`config.mk`:
```
export PLATFORM = sky130hd
export DESIGN_NAME = cmd_bus_master
export DESIGN_NICKNAME = d
export VERILOG_FILES = /design/src/rtl/cmd_bus_pkg.sv /design/src/rtl/cmd_bus_timeout.sv /design/src/rtl/cmd_bus_master.sv
export SDC_FILE = /design/constraint.sdc
export NUM_CORES = 1
export LEC_CHECK = 0
export BUFFER_PORTS_ARGS = -buffer_cell sky130_fd_sc_hd__buf_2
export CORE_MARGIN = 2
export CORE_UTILIZATION = 50
export CTS_BUF_LIST = sky130_fd_sc_hd__clkbuf_4 sky130_fd_sc_hd__clkbuf_8
export CTS_CLUSTER_SIZE = 14
export DETAILED_ROUTE_END_ITERATION = 16
export MAX_ROUTING_LAYER = met4
export PLACE_DENSITY = 0.78
export SYNTH_ARGS = -nofsm -noshare
export SYNTH_HDL_FRONTEND = slang
export SYNTH_HIERARCHICAL = 1
export SYNTH_SLANG_ARGS = --single-unit
```
`constraint.sdc`:
```
create_clock -name clk -period 3.02 [get_ports clk]
set_input_delay 0 -clock clk [delete_from_list [all_inputs] [get_ports clk]]
set_output_delay 0 -clock clk [all_outputs]
set_load 0.05 [all_outputs]
```
`src/rtl/cmd_bus_pkg.sv`:
```
// Shared constants and state encoding for the command-driven bus master.
package cmd_bus_pkg;

    localparam int unsigned OP_W = 2;

    localparam logic [OP_W-1:0] OP_READ     = 2'b00;
    localparam logic [OP_W-1:0] OP_WRITE    = 2'b01;
    localparam logic [OP_W-1:0] OP_SET_ADDR = 2'b10;
    localparam logic [OP_W-1:0] OP_RSVD     = 2'b11;

    localparam logic [OP_W-1:0] RSP_READ  = 2'b00;
    localparam logic [OP_W-1:0] RSP_WRITE = 2'b01;
    localparam logic [OP_W-1:0] RSP_ADDR  = 2'b10;
    localparam logic [OP_W-1:0] RSP_ERR   = 2'b11;

    typedef enum logic [1:0] {
        ST_IDLE = 2'd0,
        ST_BUS  = 2'd1,
        ST_RESP = 2'd2
    } state_t;

endpackage

```
`src/rtl/cmd_bus_timeout.sv`:
```
// Bus-cycle watchdog: counts stalled bus cycles and flags the cycle the limit is hit.
module cmd_bus_timeout #(
    parameter int unsigned TIMEOUT = 15
) (
    input  logic clk,
    input  logic reset,
    input  logic clear,
    input  logic enable,
    output logic expired
);

    localparam int unsigned CNT_W = 8;

    logic [CNT_W-1:0] count_q;
    logic [CNT_W-1:0] count_inc;

    assign count_inc = count_q + CNT_W'(1);

    always_ff @(posedge clk) begin
        if (reset) begin
            count_q <= '0;
        end else if (clear) begin
            count_q <= '0;
        end else if (enable) begin
            count_q <= count_inc;
        end
    end

    // Combinational so the master can leave BUS on the very edge the count reaches the limit.
    assign expired = enable && !clear && (count_inc == CNT_W'(TIMEOUT));

endmodule

```
`src/rtl/cmd_bus_master.sv`:
```
// Host-command to single-word bus master with auto-incrementing address and timeout.
module cmd_bus_master
    import cmd_bus_pkg::*;
#(
    parameter int unsigned DW      = 32,
    parameter int unsigned AW      = 30,
    parameter int unsigned TIMEOUT = 15
) (
    input  logic            clk,
    input  logic            reset,
    input  logic            cmd_stb,
    input  logic [DW+1:0]   cmd_word,
    output logic            cmd_busy,
    output logic            rsp_stb,
    output logic [DW+1:0]   rsp_word,
    output logic            bus_req,
    output logic            bus_we,
    output logic [AW-1:0]   bus_addr,
    output logic [DW-1:0]   bus_wdata,
    input  logic            bus_ack,
    input  logic            bus_err,
    input  logic [DW-1:0]   bus_rdata
);

    if (AW > DW - 2) begin : g_aw_check
        $error("cmd_bus_master: AW must be at most DW-2");
    end
    if (TIMEOUT < 1 || TIMEOUT > 255) begin : g_timeout_check
        $error("cmd_bus_master: TIMEOUT must be within 1..255");
    end

    state_t          state_q, state_d;
    logic [AW-1:0]   addr_q, addr_d;
    logic            hold_q, hold_d;
    logic            busy_q, busy_d;
    logic            rsp_stb_q, rsp_stb_d;
    logic [DW+1:0]   rsp_word_q, rsp_word_d;
    logic            bus_req_q, bus_req_d;
    logic            bus_we_q, bus_we_d;
    logic [DW-1:0]   bus_wdata_q, bus_wdata_d;

    logic [OP_W-1:0] opcode_c;
    logic [DW-1:0]   payload_c;
    logic [AW-1:0]   set_addr_c;
    logic            tmo_clear_c;
    logic            tmo_enable_c;
    logic            tmo_expired_c;

    assign opcode_c  = cmd_word[DW+1:DW];
    assign payload_c = cmd_word[DW-1:0];

    // Relative offsets are AW-bit two's complement, so plain AW-bit addition sign-extends and wraps.
    assign set_addr_c = payload_c[DW-1] ? (addr_q + payload_c[AW-1:0]) : payload_c[AW-1:0];

    assign tmo_enable_c = (state_q == ST_BUS) && !bus_ack && !bus_err;

    cmd_bus_timeout #(
        .TIMEOUT (TIMEOUT)
    ) u_timeout (
        .clk     (clk),
        .reset   (reset),
        .clear   (tmo_clear_c),
        .enable  (tmo_enable_c),
        .expired (tmo_expired_c)
    );

    always_ff @(posedge clk) begin
        if (reset) begin
            state_q     <= ST_IDLE;
            addr_q      <= '0;
            hold_q      <= 1'b0;
            busy_q      <= 1'b0;
            rsp_stb_q   <= 1'b0;
            rsp_word_q  <= '0;
            bus_req_q   <= 1'b0;
            bus_we_q    <= 1'b0;
            bus_wdata_q <= '0;
        end else begin
            state_q     <= state_d;
            addr_q      <= addr_d;
            hold_q      <= hold_d;
            busy_q      <= busy_d;
            rsp_stb_q   <= rsp_stb_d;
            rsp_word_q  <= rsp_word_d;
            bus_req_q   <= bus_req_d;
            bus_we_q    <= bus_we_d;
            bus_wdata_q <= bus_wdata_d;
        end
    end

    always_comb begin
        state_d     = state_q;
        addr_d      = addr_q;
        hold_d      = hold_q;
        rsp_stb_d   = 1'b0;
        rsp_word_d  = rsp_word_q;
        bus_req_d   = bus_req_q;
        bus_we_d    = bus_we_q;
        bus_wdata_d = bus_wdata_q;
        tmo_clear_c = 1'b0;

        case (state_q)
            ST_IDLE: begin
                if (cmd_stb && !busy_q) begin
                    case (opcode_c)
                        OP_READ, OP_WRITE: begin
                            state_d     = ST_BUS;
                            bus_req_d   = 1'b1;
                            bus_we_d    = (opcode_c == OP_WRITE);
                            tmo_clear_c = 1'b1;
                            if (opcode_c == OP_WRITE) begin
                                bus_wdata_d = payload_c;
                            end
                        end
                        OP_SET_ADDR: begin
                            state_d    = ST_RESP;
                            addr_d     = set_addr_c;
                            hold_d     = payload_c[DW-2];
                            rsp_stb_d  = 1'b1;
                            rsp_word_d = {RSP_ADDR, DW'(set_addr_c)};
                        end
                        default: begin
                            state_d    = ST_RESP;
                            rsp_stb_d  = 1'b1;
                            rsp_word_d = {RSP_ERR, {DW{1'b0}}};
                        end
                    endcase
                end
            end

            // Error beats ack, ack beats timeout; only a successful access advances the address.
            ST_BUS: begin
                if (bus_err || (!bus_ack && tmo_expired_c)) begin
                    state_d    = ST_RESP;
                    bus_req_d  = 1'b0;
                    rsp_stb_d  = 1'b1;
                    rsp_word_d = {RSP_ERR, DW'(addr_q)};
                end else if (bus_ack) begin
                    state_d    = ST_RESP;
                    bus_req_d  = 1'b0;
                    rsp_stb_d  = 1'b1;
                    rsp_word_d = bus_we_q ? {RSP_WRITE, {DW{1'b0}}} : {RSP_READ, bus_rdata};
                    if (!hold_q) begin
                        addr_d = addr_q + AW'(1);
                    end
                end
            end

            ST_RESP: begin
                state_d = ST_IDLE;
            end

            default: begin
                state_d   = ST_IDLE;
                bus_req_d = 1'b0;
            end
        endcase

        busy_d = (state_d != ST_IDLE);
    end

    assign cmd_busy  = busy_q;
    assign rsp_stb   = rsp_stb_q;
    assign rsp_word  = rsp_word_q;
    assign bus_req   = bus_req_q;
    assign bus_we    = bus_we_q;
    assign bus_addr  = addr_q;
    assign bus_wdata = bus_wdata_q;

endmodule

```
# Yosys cells after proc, flatten, opt, wreduce, memory -nomap -nowiden
# Index checks and enable logic that the tools add are counted.
# word_totals
output_inout_bits	100
register_bits	111
in_bits	71
# op_classes
bitwise	1
reduce_logical	23
eq_ne	13
add_sub_neg	3
muxes	31
# op_table
operator	n
$mux 30	6
$pmux 34 s2	2
$mux 34	3
$pmux 30 s2	1
$mux 33	1
$add 30x1->30 const B	1
$add 30x30->30	1
$reduce_and 4->1	3
$mux 1	11
$ne 2x2->1 const B	5
$add 8x1->8 const B	1
$eq 8x4->1 const B	1
$mux 2	4
$logic_and 1x1->1	6
$reduce_and 3->1	2
$reduce_and 6->1	1
$eq 2x1->1 const B	2
$eq 2x2->1 const B	2
$logic_not 1->1	4
$logic_not 2->1	2
$ne 2x1->1 const B	2
$pmux 2 s2	1
$reduce_bool 2->1	2
$reduce_or 2->1	2
other kinds (5)	5

# Depth between registers and ports, before layout
# Gate-level depths: netlist of the first run.
# depth
ltp_word	13
depth_mapped	17

# By module
# The synthesis of the first run kept the hierarchy.
# modules_own_cells
module	cells_each	area_per_inst_um2	seq_area_each_um2	n_inst
cmd_bus_master	904	6781.5	2062.0	1
cmd_bus_timeout	56	476.7	160.2	1

# Worst setup path before layout of the first run
# OpenSTA, ideal clock, no wires.
# synth_timing
kind	register to register
from	reg addr_q[0] (netlist: bus_addr[0])
to	reg rsp_word_q[12] (netlist: rsp_word[12])
path_buffers	0
arrival_time_ps	3052
stages_incl_launch_ff	12
setup_slack_ps	-169
path_cell_list	dfxtp_1 > ha_1 > fa_1 > a211o_1 > a21o_1 > o21a_1 > or3_1 > a21oi_1 > xnor2_1 > mux2_2 > a222oi_1 > a211oi_1
# synth_between
elab_chain_len	5
# synth_lines
element	line	text
start, declared	cmd_bus_master.sv:33	logic [AW-1:0] addr_q, addr_d;
start signal, assigned	cmd_bus_master.sv:80	addr_q <= addr_d;
$add 30x30->30	cmd_bus_master.sv:53	assign set_addr_c = payload_c[DW-1] ? (addr_q + payload_c[AW-1:0]) : payload_c[AW-1:0];
$mux 30	cmd_bus_master.sv:53	
$pmux 34 s2	cmd_bus_master.sv:105	case (opcode_c)
$mux 34	cmd_bus_master.sv:104	if (cmd_stb && !busy_q) begin
$pmux 34 s2	cmd_bus_master.sv:102	case (state_q)
end signal, assigned	cmd_bus_master.sv:84	rsp_word_q <= rsp_word_d;
end, declared	cmd_bus_master.sv:37	logic [DW+1:0] rsp_word_q, rsp_word_d;
# No other way between the ends. The select of a mux whose other input is x is not followed.
# A chain may end at the register's enable or synchronous reset.

# Final worst setup path of the first run
# Same ends and word-level chain as after synthesis.

==> out/summary.log, run 1 <==
[drt] WL per Instance 19.42 um
[timing] final count of pins violating max slew 0
[critical_path] number of cells on the worst reg-to-reg path 11
[timing] worst hold margin 10.46 ps
[critical_path] Critical path origin bus_addr[0]
[grt] vias in the first global route 7848
[flow_run] max capacitance violation total 0
[clock_tree] clk slew on worst S/H paths 110 ps
[critical_path] Data arrival, critical path 3170 ps
[critical_path] type of destination of the critical path flop
[logic_synthesis] cell type with the largest total area after synthesis dfxtp_1
[clock_tree] Bufs on Longest Clock Path 2
[grt] antenna violations before repair 1
[critical_path] setup slack, reg-to-reg 130 ps
[drt] via density per instance 6.263
[drt] Detailed Routing Iterations Pass 1 7
[critical_path] worst reg2reg startpoint bus_addr[0]
[pwr] cell leakage power 4.096 nW
[final_layout] summed area of non-filler cells in the final layout 9382 um^2
[timing] Achievable Freq 346.6 MHz
[logic_synthesis] share of async-settable or async-resettable flops after synthesis 0%
[logic_synthesis] distinct cell type count after synthesis 80
[placement] DP HPWL 18210 um
[critical_path] startpoint type of the worst setup path flop
[logic_synthesis] warning count from the yosys run 6
[final_layout] signed area change from the synthesized netlist to the final layout 29.25%
[pwr] worst IR drop on VDD 0.0003212 V
[floorplanning] Die X 124.5 um
[placement] number of port buffers 170
[timing] Tcrit/Tclk final 95.54%
[critical_path] end of the worst register-to-register path rsp_word[12]
[timing] Clock Skew 13.16 ps
[floorplanning] number of core rows 44
[drt] total wire length 26630 um
[worst_hold_path] class of the tightest hold or removal check in -> reg
[clock_tree] count of clock tree sinks 111
[floorplanning] total die area 15500 um^2
[critical_path] Max FO, Critical Path 3
[timing] worst slew margin relative to its limit 48.80%
[logic_synthesis] Syn Nets 1064
[logic_synthesis] library cell with the highest instance count after synthesis nand2_1
[drt] via count of the routed design 8586
[timing] RSZ-0062 raised after global routing true
[logic_synthesis] leading post-synthesis cells by instance count 134 x nand2_1, 111 x dfxtp_1, 101 x a21oi_1
[clock_tree] worst-skew pair later-pin latency 400 ps
[critical_path] required time worst endpoint 3300 ps
[logic_synthesis] most common flop cell mapped by yosys dfxtp_1
[grt] GRT Total Usage 33.90%
[grt] pin count of the biggest net entering global routing 57
[clock_tree] total number of H-tree levels 3
[logic_synthesis] area share of the largest cell type after synthesis 30.62%
[logic_synthesis] Post-Syn Area 7258 um^2
[placement] total placed instance area 8538 um^2
[clock_tree] clock tree from TritonCTS built
[final_layout] count of nets after finishing 1286
[timing] Worst-Margin Slew 765.2 ps
[final_layout] filler cell count in the final layout 1241
[drt] drc violations 0
[drt] DRT antenna net count 0
[timing] min cycle time layout 2885 ps
[floorplanning] Initial Util 50.51%
[clock_tree] TritonCTS buffer count 9
[logic_synthesis] cells after synthesis 960
[clock_tree] CTS Root Cell clkbuf_8
[critical_path] worst setup path end rsp_word[12]
[grt] first-pass GRT wire length 41650 um
[logic_synthesis] EDFF count, synth 0
[floorplanning] die height 124.5 um
[logic_synthesis] number of synthesized register bits 111
[logic_synthesis] Avg Synthesized Cell Area 7.561 um^2
[grt] final global-route overflow total 0
[critical_path] class of the most critical setup path reg -> reg
[floorplanning] Top Ports 171
[timing] Fin. Hold Viols 0
[placement] Final GP Congestion 1.020
[final_layout] share of layout cells above drive strength 1 24.54%
[logic_synthesis] sequential-to-total area share from yosys stat 30.62%
[drt] 1st-iter DRT viols 1189
[floorplanning] area inside the core boundary 14370 um^2
[status] outcome completed
[pwr] Pwr per Cell Area 423.0 nW/um^2
[timing] final setup fails 0
[logic_synthesis] leading post-synthesis cells by cell area dfxtp_1 31%, a21oi_1 7.0%, nand2_1 6.9%
per-stage QoR:
step           setup slack [ps]  utilization, %  setup TNS [ps]  std cells  total power, mW
6_report                  134.6           65.29               0       1371            3.968
5_1_grt                  -28.01           65.29          -31.72       1371            4.138
4_1_cts                   7.114           64.19               0       1362            3.907
3_5_place_dp              28.31           59.42               0       1300            2.885
3_3_place_gp              80.72           59.42               0       1300            2.873
2_1_floorplan            -13.50               -          -13.50        960            2.495
worst min-delay path by stage:
stage / start / end / slack (ps) / cells past startpoint
after floorplan: bus_ack / rsp_word[33] / 100 / 1
after global placement: bus_ack / rsp_word[33] / 260 / 2
after detailed placement: bus_ack / rsp_word[33] / 260 / 2
after CTS: bus_rdata[6] / rsp_word[6] / 4 / 5
after global routing: bus_rdata[8] / rsp_word[8] / 30 / 3
final: bus_rdata[8] / rsp_word[8] / 10 / 3
state kept, by name (all words and copies together), names as in the netlist:
register and count:
u_timeout/count_q 8, rsp_stb 1, hold_q 1, bus_we 1
bus_req 1, bus_addr 30, state_q 2, rsp_word 34
bus_wdata 32, cmd_busy 1
what timing repair did:
item,CTS,global route
gates resized for setup,1,18
endpoints found under the hold margin,49,0
gates cloned,0,1
buffers inserted,0,7
endpoints found under the setup margin,1,17
hold buffers,47,0
pin swaps,0,9
logic make-up (layout without fill, tap and decap cells):
group                      after synthesis  after routing  synth area share, %
adders and majority gates               33             33                5.792
muxes                                   14             14                2.000
AOI/OAI and AO/OA                      336            336                30.68
and+or+nand+nor                        355            355                23.08
buffers and inverters                   84            310                4.568
xor gates and xnor gates                27             27                3.258
DFF                                    111            111                30.62
other                                    0              1                    0
critical path, stage by stage, from the launching register on:
cell and delay, ps:
dfxtp_2 350, ha_4 160, fa_2 340, a211o_1 280, a21o_1 230, o21a_1 200, or3_4 330, a21oi_2 140
xnor2_1 70, mux2_4 270, a222oi_1 300, a211oi_1 110
routing by layer:
metal	global-route usage, %	part of all wire [%]	up-vias
li1	-	-	3982
met1	47.26	43	4006
met2	50.37	44	542
met3	4.897	10	56
met4	11.76	2.5	0
met5	-	0	-
layout make-up:
class / instances / area [um^2] / share of cell area, %
Antenna cell: 1 / 2.502 / 0.02667
Clock buffer: 13 / 172.7 / 1.840
Clock inverter: 2 / 38.79 / 0.4134
Inverter: 17 / 63.81 / 0.6802
Multi-Input combinational cell: 765 / 4800 / 51.16
Sequential cell: 111 / 2227 / 23.74
Tap cell: 184 / 230.2 / 2.454
Timing Repair Buffer: 278 / 1847 / 19.69
power by group:
part	total [mW]	internal (mW)	switching, mW
logic	1.34	0.459	0.885
clock network	1.00	0.459	0.540
registers	1.62	1.55	0.0711
total	3.97	2.47	1.50
cell usage in the layout (no fill, tap or decap), drive strengths merged, types with 20 or more instances in the layout:
cell | Yosys | final
o21ai | 66 | 66
nor2 | 96 | 96
a21oi | 101 | 101
ha | 32 | 32
nand2 | 134 | 134
dlygate4sd3 | 0 | 47
a211oi | 22 | 22
dfxtp | 111 | 111
buf | 12 | 230
nand3 | 28 | 28
a21o | 20 | 20
Power figures use the tool's default switching activity.
==> run 2, diff against run 1 <==
BUFFER_PORTS_ARGS = unset   (was -buffer_cell sky130_fd_sc_hd__buf_2)
DONT_BUFFER_PORTS = 1   (was unset)
PLACE_DENSITY = 0.68   (was 0.78)
==> out/summary.log, run 2 (same netlist as run 1, synthesis figures left out) <==
[drt] highest metal layer with signal wires met4
[final_layout] count of nets after finishing 1155
[floorplanning] Top Ports 171
[drt] routed length on met1 11670 um
[drt] DR WL met2 11520 um
[timing] Clock Skew 16.76 ps
[floorplanning] die height 124.5 um
[timing] final count of pins violating max slew 0
[clock_tree] Bufs on Longest Clock Path 2
[flow_run] max capacitance violation total 0
[timing] Fin. Hold Viols 0
[critical_path] setup slack, reg-to-reg 90 ps
[floorplanning] number of core rows 44
[pwr] cell leakage power 3.479 nW
[timing] worst hold margin 19.83 ps
[pwr] sum of internal, switching and leakage power 3.954 mW
[critical_path] type of destination of the critical path flop
[final_layout] max reg flops 34
[placement] Final GP Congestion 0.9237
[clock_tree] worst-skew pair later-pin latency 400 ps
[status] outcome completed
[critical_path] number of cells on the worst reg-to-reg path 11
[grt] GRT Total Usage 33.57%
[drt] via density per instance 6.467
[timing] Tcrit/Tclk final 97.03%
[critical_path] required time worst endpoint 3300 ps
[worst_hold_path] class of the tightest hold or removal check in -> reg
[drt] Detail Route met3 WL 2801 um
[worst_hold_path] Min-Delay Endpoint bus_addr[15]
[critical_path] startpoint type of the worst setup path flop
[grt] final global-route overflow total 0
[clock_tree] clock tree from TritonCTS built
[drt] Detailed Routing Iterations Pass 1 8
[drt] DRT antenna net count 0
[floorplanning] Die X 124.5 um
[floorplanning] Initial Util 50.51%
[floorplanning] total die area 15500 um^2
[placement] number of port buffers 0
[clock_tree] TritonCTS buffer count 9
[final_layout] leading cell types in the layout, fill and taps excluded 134 x nand2_1, 104 x dfxtp_1, 98 x a21oi_1
[pwr] Pwr per Cell Area 444.3 nW/um^2
[worst_hold_path] worst hold start cmd_word[15]
[placement] DP HPWL 17470 um
[drt] WL per Instance 21.51 um
[pwr] worst IR drop on VDD 0.0002854 V
[drt] drc violations 0
[final_layout] signed area change from the synthesized netlist to the final layout 22.62%
[clock_tree] clk slew on worst S/H paths 120 ps
[critical_path] worst reg2reg startpoint bus_addr[0]
[timing] Worst-Margin Slew 1003 ps
[critical_path] class of the most critical setup path reg -> reg
[timing] final setup fails 0
[grt] vias in the first global route 7308
[clock_tree] total number of H-tree levels 3
[timing] RSZ-0062 raised after global routing true
[clock_tree] count of clock tree sinks 111
[worst_hold_path] WHS Path Cells 3
[placement] placed cell count 1144
[clock_tree] CTS Root Cell clkbuf_8
[drt] via count of the routed design 8026
[grt] pin count of the biggest net entering global routing 91
[grt] first-pass GRT wire length 40680 um
[final_layout] leading cell type in the layout, fill and taps excluded nand2_1
[drt] total wire length 26690 um
[final_layout] share of layout cells above drive strength 1 12.69%
[grt] antenna violations before repair 0
[floorplanning] area inside the core boundary 14370 um^2
[timing] min cycle time layout 2930 ps
[drt] 1st-iter DRT viols 1008
[critical_path] end of the worst register-to-register path rsp_word[12]
[final_layout] final cell count without fillers 1241
[critical_path] Max FO, Critical Path 4
[timing] worst slew margin relative to its limit 32.92%
[timing] Achievable Freq 341.3 MHz
[critical_path] Data arrival, critical path 3210 ps
-- run 2: changes by cell type in the layout (fill, tap and decap cells not counted), moves of 2 or more --
cell,delta
buf_4,+12
dfxtp_1,-3
buf_12,-2
o21ai_1,+2
dfxtp_2,+3
buf_6,+2
dlygate4sd3_1,+26
buf_2,-170
-- run 2: report_power, final --
part | leakage, nW | internal (mW) | total (mW) | switching (mW)
logic | 2.45 | 0.400 | 1.02 | 0.618
clock network | 0.117 | 0.526 | 1.08 | 0.557
registers | 0.907 | 1.55 | 1.85 | 0.299
total | 3.48 | 2.48 | 3.95 | 1.47
-- run 2: layer usage --
metal | GRT usage [%] | up-vias
met5 | - | -
met3 | 6.787 | 52
met1 | 46.43 | 3781
li1 | - | 3721
met4 | 12.10 | 0
met2 | 48.73 | 472
-- run 2: final cells by class --
type	count	area [um^2]
multi-input combinational	765	4781
antenna	1	2.502
fill	1311	5469
timing repair buffer	147	1356
sequential	111	2231
inverter	17	63.81
clock inverter	4	76.32
tap	184	230.2
clock buffer	12	158.9
-- run 2: how the worst max path moves through the flow --
stage / startpoint / end / slack (ps)
finish: bus_addr[0] / rsp_word[12] / 90
global route: bus_addr[0] / rsp_word[12] / -50
CTS: bus_addr[0] / rsp_word[12] / 0.8
detailed placement: bus_addr[0] / rsp_word[12] / 20
global placement: bus_addr[0] / rsp_word[12] / 80
floorplan: bus_addr[0] / rsp_word[12] / -10
-- run 2: worst max-delay path, stage by stage (launching register included) --
cell,delay (ps)
dfxtp_2,350
ha_4,160
fa_2,340
a211o_1,280
a21o_1,230
o21a_1,220
or3_1,330
a21oi_2,140
xnor2_1,70
mux2_4,270
a222oi_1,310
a211oi_1,110
-- run 2: what timing repair did --
item | 4_1_cts | 5_1_grt
hold buffers | 74 | 0
hold endpoints to repair | 110 | 0
cloned | 0 | 2
resized for setup | 2 | 18
pin swaps | 0 | 8
setup buffers | 0 | 4
endpoints found under the setup margin | 2 | 15
-- run 2: through the flow --
stage	TNS (ps)	utilization [%]	setup WS (ps)	cell area (um^2)
final	0	61.94	89.81	8900
after global routing	-122.6	61.92	-50.35	8897
after CTS	0	61.14	0.7634	8785
after detailed placement	0	54.14	23.44	7780
after global placement	0	54.14	75.48	7780
after floorplan	-13.50	-	-13.50	7261
==> run 3, diff against run 2 <==
PLACE_DENSITY = unset   (was 0.68)
PLACE_DENSITY_LB_ADDON = 0.3   (was unset)
TNS_END_PERCENT = 1   (was unset)
==> out/summary.log, run 3 (same netlist as run 1, synthesis figures left out) <==
[floorplanning] Top Ports 171
[critical_path] required time worst endpoint 3330 ps
[placement] placed cell count 1141
[floorplanning] die height 124.5 um
[drt] drc violations 0
[final_layout] final core utilization 62.78%
[drt] via density per instance 6.410
[clock_tree] TritonCTS buffer count 9
[timing] Tcrit/Tclk final 96.85%
[critical_path] startpoint type of the worst setup path flop
[drt] WL per Instance 21.38 um
[pwr] worst IR drop on VDD 0.0002505 V
[grt] pin count of the biggest net entering global routing 66
[critical_path] Data arrival, critical path 3240 ps
[worst_hold_path] class of the tightest hold or removal check in -> reg
[final_layout] signed area change from the synthesized netlist to the final layout 24.29%
[floorplanning] total die area 15500 um^2
[timing] Clock Skew 14.08 ps
[clock_tree] worst-skew pair later-pin latency 420 ps
[final_layout] n_diodes 0
[critical_path] Buffers & Inverters on Critical Path 1
[drt] 1st-iter DRT viols 977
[timing] worst hold margin 3.560 ps
[critical_path] slowest stage cell on the critical path dlygate4sd3_1
[critical_path] Max FO, Critical Path 4
[flow_run] max capacitance violation total 0
[grt] final global-route overflow total 0
[timing] RSZ-0062 raised after global routing true
[timing] Worst-Margin Slew 1041 ps
[placement] DP HPWL 17570 um
[drt] via count of the routed design 8045
[floorplanning] Initial Util 50.51%
[timing] final setup fails 0
[grt] antenna violations before repair 0
[final_layout] leading cell type in the layout, fill and taps excluded nand2_1
[critical_path] class of the most critical setup path reg -> reg
[placement] Final GP Congestion 0.9935
[worst_hold_path] worst hold start cmd_word[28]
[critical_path] worst reg2reg startpoint bus_addr[12]
[drt] Detailed Routing Iterations Pass 1 8
[floorplanning] Die X 124.5 um
[floorplanning] number of core rows 44
[final_layout] max reg flops 34
[timing] Achievable Freq 341.9 MHz
[floorplanning] area inside the core boundary 14370 um^2
[grt] first-pass GRT wire length 41860 um
[critical_path] Critical path origin bus_addr[12]
[placement] worst slack at placement -57.58 ps
[final_layout] leading cell types in the layout, fill and taps excluded 134 x nand2_1, 108 x dfxtp_1, 97 x a21oi_1
[timing] worst slew margin relative to its limit 30.34%
[final_layout] count of nets after finishing 1170
[clock_tree] CTS Root Cell clkbuf_8
[timing] min cycle time layout 2925 ps
[final_layout] final cell count without fillers 1255
[critical_path] type of destination of the critical path flop
[clock_tree] Bufs on Longest Clock Path 2
[drt] total wire length 26830 um
[drt] DRT antenna net count 0
[grt] vias in the first global route 7542
[timing] final count of pins violating max slew 0
[clock_tree] clk slew on worst S/H paths 110 ps
[critical_path] critical path's largest stage delay 560 ps
[final_layout] share of layout cells above drive strength 1 12.14%
[clock_tree] count of clock tree sinks 111
[clock_tree] total number of H-tree levels 3
[timing] Fin. Hold Viols 0
[timing] setup ws final 95.03 ps
[status] outcome completed
[clock_tree] clock tree from TritonCTS built
[critical_path] cell-by-cell trace of the critical path ha_1 -> a21o_1 -> a211oi_2 -> nand3_1 -> o21a_1 -> xor2_1 -> mux2i_1 -> o21ai_1 -> a22oi_1 -> nor2_1 -> dlygate4sd3_1
[placement] number of port buffers 0
[grt] GRT Total Usage 34.84%
[critical_path] family with the most delay on the worst path compound AO/OA/AOI/OAI gates
[pwr] Pwr per Cell Area 426.1 nW/um^2
[pwr] cell leakage power 3.579 nW
## run 3: metrics by stage
stage                     setup TNS, ps  instance area (um^2)  total power [mW]
after floorplan                  -13.50                  7261             2.495
after global routing             -204.5                  9021             3.988
after CTS                             0                  8944             3.800
after global placement                0                  7745             2.714
final                                 0                  9021             3.844
after detailed placement         -66.85                  7745             2.719
## run 3: worst paths after layout
path | endpoint | slack [ps] | cells past startpoint
worst min register to register | bus_addr[12] | 540 | 2
worst min-delay path | bus_addr[28] | 4 | 3
worst max-delay path | bus_addr[17] | 100 | 11
worst max register to register | bus_addr[17] | 100 | 11
## run 3: repair_timing
item,4_1_cts,5_1_grt
gates resized for setup,1,20
hold buffers,97,0
hold endpoints to repair,110,0
setup endpoints to repair,4,37
pin swaps,0,8
setup buffers,0,1
## run 3: layer usage
| layer | routed length [um] | GRT usage (%) | vias up |
|---|---|---|---|
| met5 | 0 | - | - |
| li1 | - | - | 3744 |
| met3 | 3223 | 7.646 | 55 |
| met2 | 11700 | 51.24 | 509 |
| met1 | 11300 | 47.69 | 3737 |
| met4 | 612 | 11.37 | 0 |
## run 3: worst register-to-register path, stage by stage, from the launching register on
cell and delay, ps:
dfxtp_1 410, ha_1 270, a21o_1 210, a211oi_2 270, nand3_1 140, o21a_1 200
xor2_1 130, mux2i_1 270, o21ai_1 110, a22oi_1 190, nor2_1 50, dlygate4sd3_1 560
## run 3: layout make-up
cell class / instances / area (um^2)
Clock buffer: 13 / 160.2
Fill cell: 1227 / 5348
Inverter: 17 / 63.81
Multi-Input combinational cell: 765 / 4793
Tap cell: 184 / 230.2
Sequential cell: 111 / 2226
Timing Repair Buffer: 162 / 1505
Clock inverter: 3 / 42.54
## run 3: power breakdown
part | switching [mW] | internal, mW | total (mW)
sequential | 0.297 | 1.55 | 1.85
clock | 0.553 | 0.434 | 0.987
combinational | 0.602 | 0.405 | 1.01
